[config.mk]
export PLATFORM = sky130hd
export DESIGN_NAME = pipe_stage_buf
export DESIGN_NICKNAME = d
export VERILOG_FILES = /design/src/rtl/pipe_stage_buf.sv
export SDC_FILE = /design/constraint.sdc
export NUM_CORES = 1
export LEC_CHECK = 0
export ABC_AREA = 0
export ABC_CLOCK_PERIOD_IN_PS = 4100
export BUFFER_PORTS_ARGS = -buffer_cell sky130_fd_sc_hd__buf_2
export CAP_MARGIN = 20
export CORE_ASPECT_RATIO = 1.25
export CORE_MARGIN = 3
export CORE_UTILIZATION = 30
export CTS_CLUSTER_SIZE = 24
export DETAILED_ROUTE_END_ITERATION = 6
export GPL_TIMING_DRIVEN = 0
export SKIP_LAST_GASP = 1
export SLEW_MARGIN = 20
export SYNTH_ARGS = -nofsm -noshare
export SYNTH_HDL_FRONTEND = slang
export SYNTH_SLANG_ARGS = --single-unit
[constraint.sdc]
create_clock -name clk_100M -period 4.1 [get_ports clk_100M]
set_input_delay 0.615 -clock clk_100M [delete_from_list [all_inputs] [get_ports clk_100M]]
set_output_delay 0.615 -clock clk_100M [all_outputs]
set_load 0.02 [all_outputs]
[src/rtl/pipe_stage_buf.sv]
// pipe_stage_buf: DEPTH-deep valid/payload register chain with an optional
// skid register at the tail, a pipeline stall (hold) and a kill (flush).
// Optional feature macro: PIPE_SKID_EN adds one skid register after the
// last stage, so in_ready is no longer combinationally tied to out_ready.
// Bubbles travel with the chain; the stages do not compress them.
module pipe_stage_buf #(
    parameter int PAYLOAD_W = 139,
    parameter int DEPTH     = 1
) (
    input  logic                 clk_100M,
    input  logic                 arst_n,
    input  logic                 hold,
    input  logic                 flush,
    input  logic                 in_valid,
    output logic                 in_ready,
    input  logic [PAYLOAD_W-1:0] in_payload,
    output logic                 out_valid,
    input  logic                 out_ready,
    output logic [PAYLOAD_W-1:0] out_payload,
    output logic [2:0]           occupancy,
    output logic [15:0]          stall_cnt
);

    if (DEPTH < 1 || DEPTH > 4) begin : g_depth_check
        $error("pipe_stage_buf: DEPTH must be in 1..4");
    end

    // Stage state: v_q[0]/p_q[0] is fed from the input, index DEPTH-1 drives the output.
    logic [DEPTH-1:0]     v_q, v_d;
    logic [PAYLOAD_W-1:0] p_q [DEPTH];
    logic [PAYLOAD_W-1:0] p_d [DEPTH];
    logic [2:0]           occ_q, occ_d;
    logic [15:0]          stall_q, stall_d;

    logic adv;
    logic slot_free;
    logic stall_evt;
    logic skid_nxt;

    // Number of valid entries held in the stages plus the skid slot.
    function automatic logic [2:0] count_valid(input logic [DEPTH-1:0] v, input logic extra);
        logic [2:0] n;
        n = {2'b00, extra};
        for (int i = 0; i < DEPTH; i++) begin
            n = n + {2'b00, v[i]};
        end
        return n;
    endfunction

`ifdef PIPE_SKID_EN
    logic                 skid_v_q, skid_v_d;
    logic [PAYLOAD_W-1:0] skid_p_q, skid_p_d;

    // With the skid, the tail may advance whenever the skid is empty; a blocked
    // tail entry is parked in the skid instead of stalling the chain.
    always_comb begin
        slot_free   = ~skid_v_q;
        out_valid   = (skid_v_q | v_q[DEPTH-1]) & ~hold;
        out_payload = skid_v_q ? skid_p_q : p_q[DEPTH-1];
    end
`else
    // Without the skid, the tail may advance when it is empty or being taken.
    always_comb begin
        slot_free   = ~v_q[DEPTH-1] | out_ready;
        out_valid   = v_q[DEPTH-1] & ~hold;
        out_payload = p_q[DEPTH-1];
    end
`endif

    assign adv       = ~hold & ~flush & slot_free;
    assign in_ready  = adv;
    assign stall_evt = hold | (out_valid & ~out_ready);
    assign occupancy = occ_q;
    assign stall_cnt = stall_q;

    // Next state for stages and skid: flush clears, adv shifts, otherwise hold.
    always_comb begin
        v_d = v_q;
        p_d = p_q;
`ifdef PIPE_SKID_EN
        skid_v_d = skid_v_q;
        skid_p_d = skid_p_q;
`endif
        if (flush) begin
            v_d = '0;
            for (int i = 0; i < DEPTH; i++) begin
                p_d[i] = '0;
            end
`ifdef PIPE_SKID_EN
            skid_v_d = 1'b0;
            skid_p_d = '0;
`endif
        end else if (adv) begin
            v_d[0] = in_valid;
            p_d[0] = in_payload;
            for (int i = 1; i < DEPTH; i++) begin
                v_d[i] = v_q[i-1];
                p_d[i] = p_q[i-1];
            end
`ifdef PIPE_SKID_EN
            if (v_q[DEPTH-1] && !out_ready) begin
                skid_v_d = 1'b1;
                skid_p_d = p_q[DEPTH-1];
            end
`endif
        end else begin
`ifdef PIPE_SKID_EN
            if (skid_v_q && out_ready && !hold) begin
                skid_v_d = 1'b0;
            end
`endif
        end
    end

`ifdef PIPE_SKID_EN
    assign skid_nxt = skid_v_d;
`else
    assign skid_nxt = 1'b0;
`endif

    // Occupancy is registered from the next-state valid bits; stall count saturates.
    always_comb begin
        occ_d   = count_valid(v_d, skid_nxt);
        stall_d = stall_q;
        if (stall_evt && (stall_q != 16'hFFFF)) begin
            stall_d = stall_q + 16'd1;
        end
    end

    // Control registers: valid bits, occupancy and stall counter.
    always_ff @(posedge clk_100M or negedge arst_n) begin
        if (!arst_n) begin
            v_q     <= '0;
            occ_q   <= '0;
            stall_q <= '0;
        end else begin
            v_q     <= v_d;
            occ_q   <= occ_d;
            stall_q <= stall_d;
        end
    end

    // Payload registers are cleared on reset so nothing stale is ever visible.
    always_ff @(posedge clk_100M or negedge arst_n) begin
        if (!arst_n) begin
            for (int i = 0; i < DEPTH; i++) begin
                p_q[i] <= '0;
            end
        end else begin
            for (int i = 0; i < DEPTH; i++) begin
                p_q[i] <= p_d[i];
            end
        end
    end

`ifdef PIPE_SKID_EN
    // Skid register: holds the tail entry that could not leave when it advanced.
    always_ff @(posedge clk_100M or negedge arst_n) begin
        if (!arst_n) begin
            skid_v_q <= 1'b0;
            skid_p_q <= '0;
        end else begin
            skid_v_q <= skid_v_d;
            skid_p_q <= skid_p_d;
        end
    end
`endif

endmodule

==> results.json <==
{
  "grt_pass1_wl_um": 31200,
  "die_w_um": 136,
  "grt.total_usage": 0.172,
  "initial_core_util": 0.310,
  "seqCellArea_um2": 3900,
  "dp_hpwl_um": 14700,
  "cts_sinks": 156,
  "stdcell_count": 1295,
  "ys_ff_latch": 156,
  "synth-xor-area-share": 0.0180,
  "vias_per_cell": 4.53,
  "tightest_slew_ns": 0.764,
  "worstSetupEndpointType": "output pin",
  "finalHoldViolations": 0,
  "synth_mux_area_frac": 0.00414,
  "powerDensity_nw_per_um2": 462,
  "finalSetupViolCount": 0,
  "p_leak_nw": 4.69,
  "die-area_um2": 22900,
  "rows": 58,
  "min_period_ns": 2.64,
  "post_cts.repair.setup_buffers": 0,
  "grt.overflow.total": 0,
  "ys_seq_area_frac": 0.616,
  "place_ws_ns": 1.57,
  "finalCritPeriodShare": 0.644,
  "critPathKind": "flop to output pin",
  "finClkSkew_ns": 0.00833,
  "max_cap_viol_count": 0,
  "synth_ff_type": "dfrtp_1",
  "maxSlewHeadroom": 0.491,
  "synthSimpleGateAreaFrac": 0.200,
  "yosysUniqueCellTypes": 31,
  "worstPathArrival_ns": 2.03,
  "syn2layout_area_growth_pct": 39.2,
  "cts_root_buf": "clkbuf_16",
  "io_buffers": 301,
  "fillers": 2121,
  "slew_violations": 0,
  "drt-total-wl_um": 20200,
  "ctsHtreeMaxLevel": 4,
  "syn_avg_cell_area_um2": 9.20,
  "antenna_found_initial": 4,
  "fmax_mhz": 379,
  "hold_buffers": 0,
  "route.antenna.remaining_nets": 0,
  "hold_class": "input pin to async pin",
  "required_ns": 3.48,
  "cts_tree": "yes",
  "synth-compound-area-share": 0.120,
  "worst-path-max-fanout": 10,
  "routedWlPerCell_um": 15.6,
  "cts_buffer_depth": 2,
  "synthesis.area_um2": 6340,
  "fin_nets": 1157,
  "clkSlewWorstSetupHoldPaths_ns": 0.07,
  "drive_gt1_frac": 0.363,
  "irDropWorstVdd_mv": 0.252,
  "synth_edf_count": 0,
  "status": "complete, no violations",
  "async_flop_share": 1.00,
  "postCtsResizedCells": 0,
  "core_area_um2": 20500,
  "place_congestion": 0.804,
  "drt_iter0_markers": 224,
  "startpoint_type": "flop",
  "placed_cells": 1262,
  "grt_pass1_vias": 5888,
  "synth_fa_ha_area_frac": 0.00197,
  "multi_input_area_um2": 2190,
  "fin_ws_ns": 1.46,
  "die_h_um": 169,
  "routed-via-count": 5860,
  "ys_warn_count": 0,
  "insertion_delay_ns": 0.42,
  "finalInstanceArea_um2": 8830,
  "drt_first_pass_iters": 5,
  "grt_start_max_net_pins": 83,
  "syn_inst": 689,
  "route.detailed.drc": 0,
  "rsz0062_at_grt": "no",
  "placed_cell_area_um2": 8230,
  "cts_made_buffers": 17,
  "ioPinCount": 305,
  "synth_top_family_by_area": "simple AND/OR/NAND/NOR gates"
}
==> through the flow <==
step                      hold WS, ns  total power, W  TNS, ns   util
after floorplan                 0.319         0.00218        0      -
after global placement          0.496         0.00251   -20.96  0.400
after detailed placement        0.504         0.00252        0  0.402
after CTS                       0.198         0.00415        0  0.431
after global routing            0.208         0.00429        0  0.431
final                           0.171         0.00408        0  0.431
==> metal layers <==
layer | routed length [µm] | vias up | GRT usage
met5 | 34 | - | 0
met2 | 10100 | 215 | 0.300
met1 | 8090 | 2723 | 0.199
li1 | - | 2877 | -
met4 | 530 | 6 | 0.0614
met3 | 1450 | 39 | 0.0535
==> worst max-delay path, cell delays in order, from the launching register on <==
cell	delay, ns
dfrtp_1	0.41
and2b_1	0.21
or2_2	0.27
buf_2	0.17
clkbuf_1	0.24
nor2_1	0.14
buf_2	0.17
==> registers in the layout (all words and copies together), names as in the netlist <==
| register | flops |
|---|---|
| out_payload | 139 |
| stall_cnt | 16 |
| occupancy | 1 |
==> cells by family after synthesis <==
family	count (synthesis)
buf+inv	54
mux	2
xor+xnor	13
fa+ha+maj	1
simple gates	315
flops	156
compound gates	147
other cells	1
==> synth_stat cells, drive strengths merged, types with 2 or more instances <==
cell type | count | area share
nand2 | 283 | 0.17
dfrtp | 156 | 0.62
a21oi | 141 | 0.11
buf | 31 | 0.026
clkbuf | 21 | 0.012
xor2 | 12 | 0.017
nand3 | 6 | 0.0047
nor2 | 5 | 0.0034
nor3 | 5 | 0.0039
nand4 | 4 | 0.0059
a211oi | 3 | 0.0036
and3 | 3 | 0.0030
nor4 | 3 | 0.0053
inv | 2 | 0.0012
mux2 | 2 | 0.0041
o2111ai | 2 | 0.0028
==> report_power, final <==
group,total (W),switching (W),leakage (nW),internal (W)
logic,0.000718,0.000464,2.34,0.000253
registers,0.00176,0.0000990,2.07,0.00166
clock network,0.00161,0.000677,0.283,0.000929
==> path summary, 6_finish.rpt <==
| path | start | to | slack (ns) | depth (start not counted) |
|---|---|---|---|---|
| hold / removal | arst_n | out_payload[48]$_DFFE_PN0P_ | 0.17 | 1 |
| min in group clk_100M | in_payload[126] | out_payload[126]$_DFFE_PN0P_ | 0.42 | 3 |
| setup reg to reg | stall_cnt[0]$_DFFE_PN0P_ | stall_cnt[1]$_DFFE_PN0P_ | 2.27 | 6 |
| max in group asynchronous | arst_n | out_payload[10]$_DFFE_PN0P_ | 3.11 | 2 |
| hold reg to reg | stall_cnt[15]$_DFFE_PN0P_ | stall_cnt[15]$_DFFE_PN0P_ | 0.51 | 1 |
| setup / recovery | occupancy[0]$_DFFE_PN0P_ | in_ready | 1.46 | 6 |
==> layout make-up <==
cell class / count / area share
multi-input cells: 480 / 0.248
flip-flops and latches: 156 / 0.442
repair buffers: 302 / 0.175
inverters: 2 / 0.000850
plain buffers: 52 / 0.0274
clock buffers: 19 / 0.0502
clock inverters: 13 / 0.0176
diodes: 1 / 0.000283
well taps: 270 / 0.0383
==> placed cells by master, fill, tap and decap left out, types with 2 or more instances in the layout <==
master | synthesis | final
nor4_1 | 2 | 2
nor2_1 | 4 | 4
xor2_1 | 12 | 12
and3_1 | 3 | 3
nand2_1 | 283 | 283
inv_6 | 0 | 4
a21oi_1 | 141 | 141
clkbuf_1 | 21 | 22
nor3_1 | 5 | 5
nand3_1 | 6 | 6
inv_1 | 2 | 2
o2111ai_1 | 2 | 2
buf_4 | 3 | 3
clkinv_4 | 0 | 3
conb_1 | 1 | 2
bufinv_16 | 0 | 2
dfrtp_1 | 156 | 156
buf_2 | 28 | 328
nand4_1 | 2 | 2
clkbuf_16 | 0 | 17
a211oi_1 | 3 | 3
nand4_2 | 2 | 2
clkinvlp_4 | 0 | 3
Power figures use the tool's default switching activity.
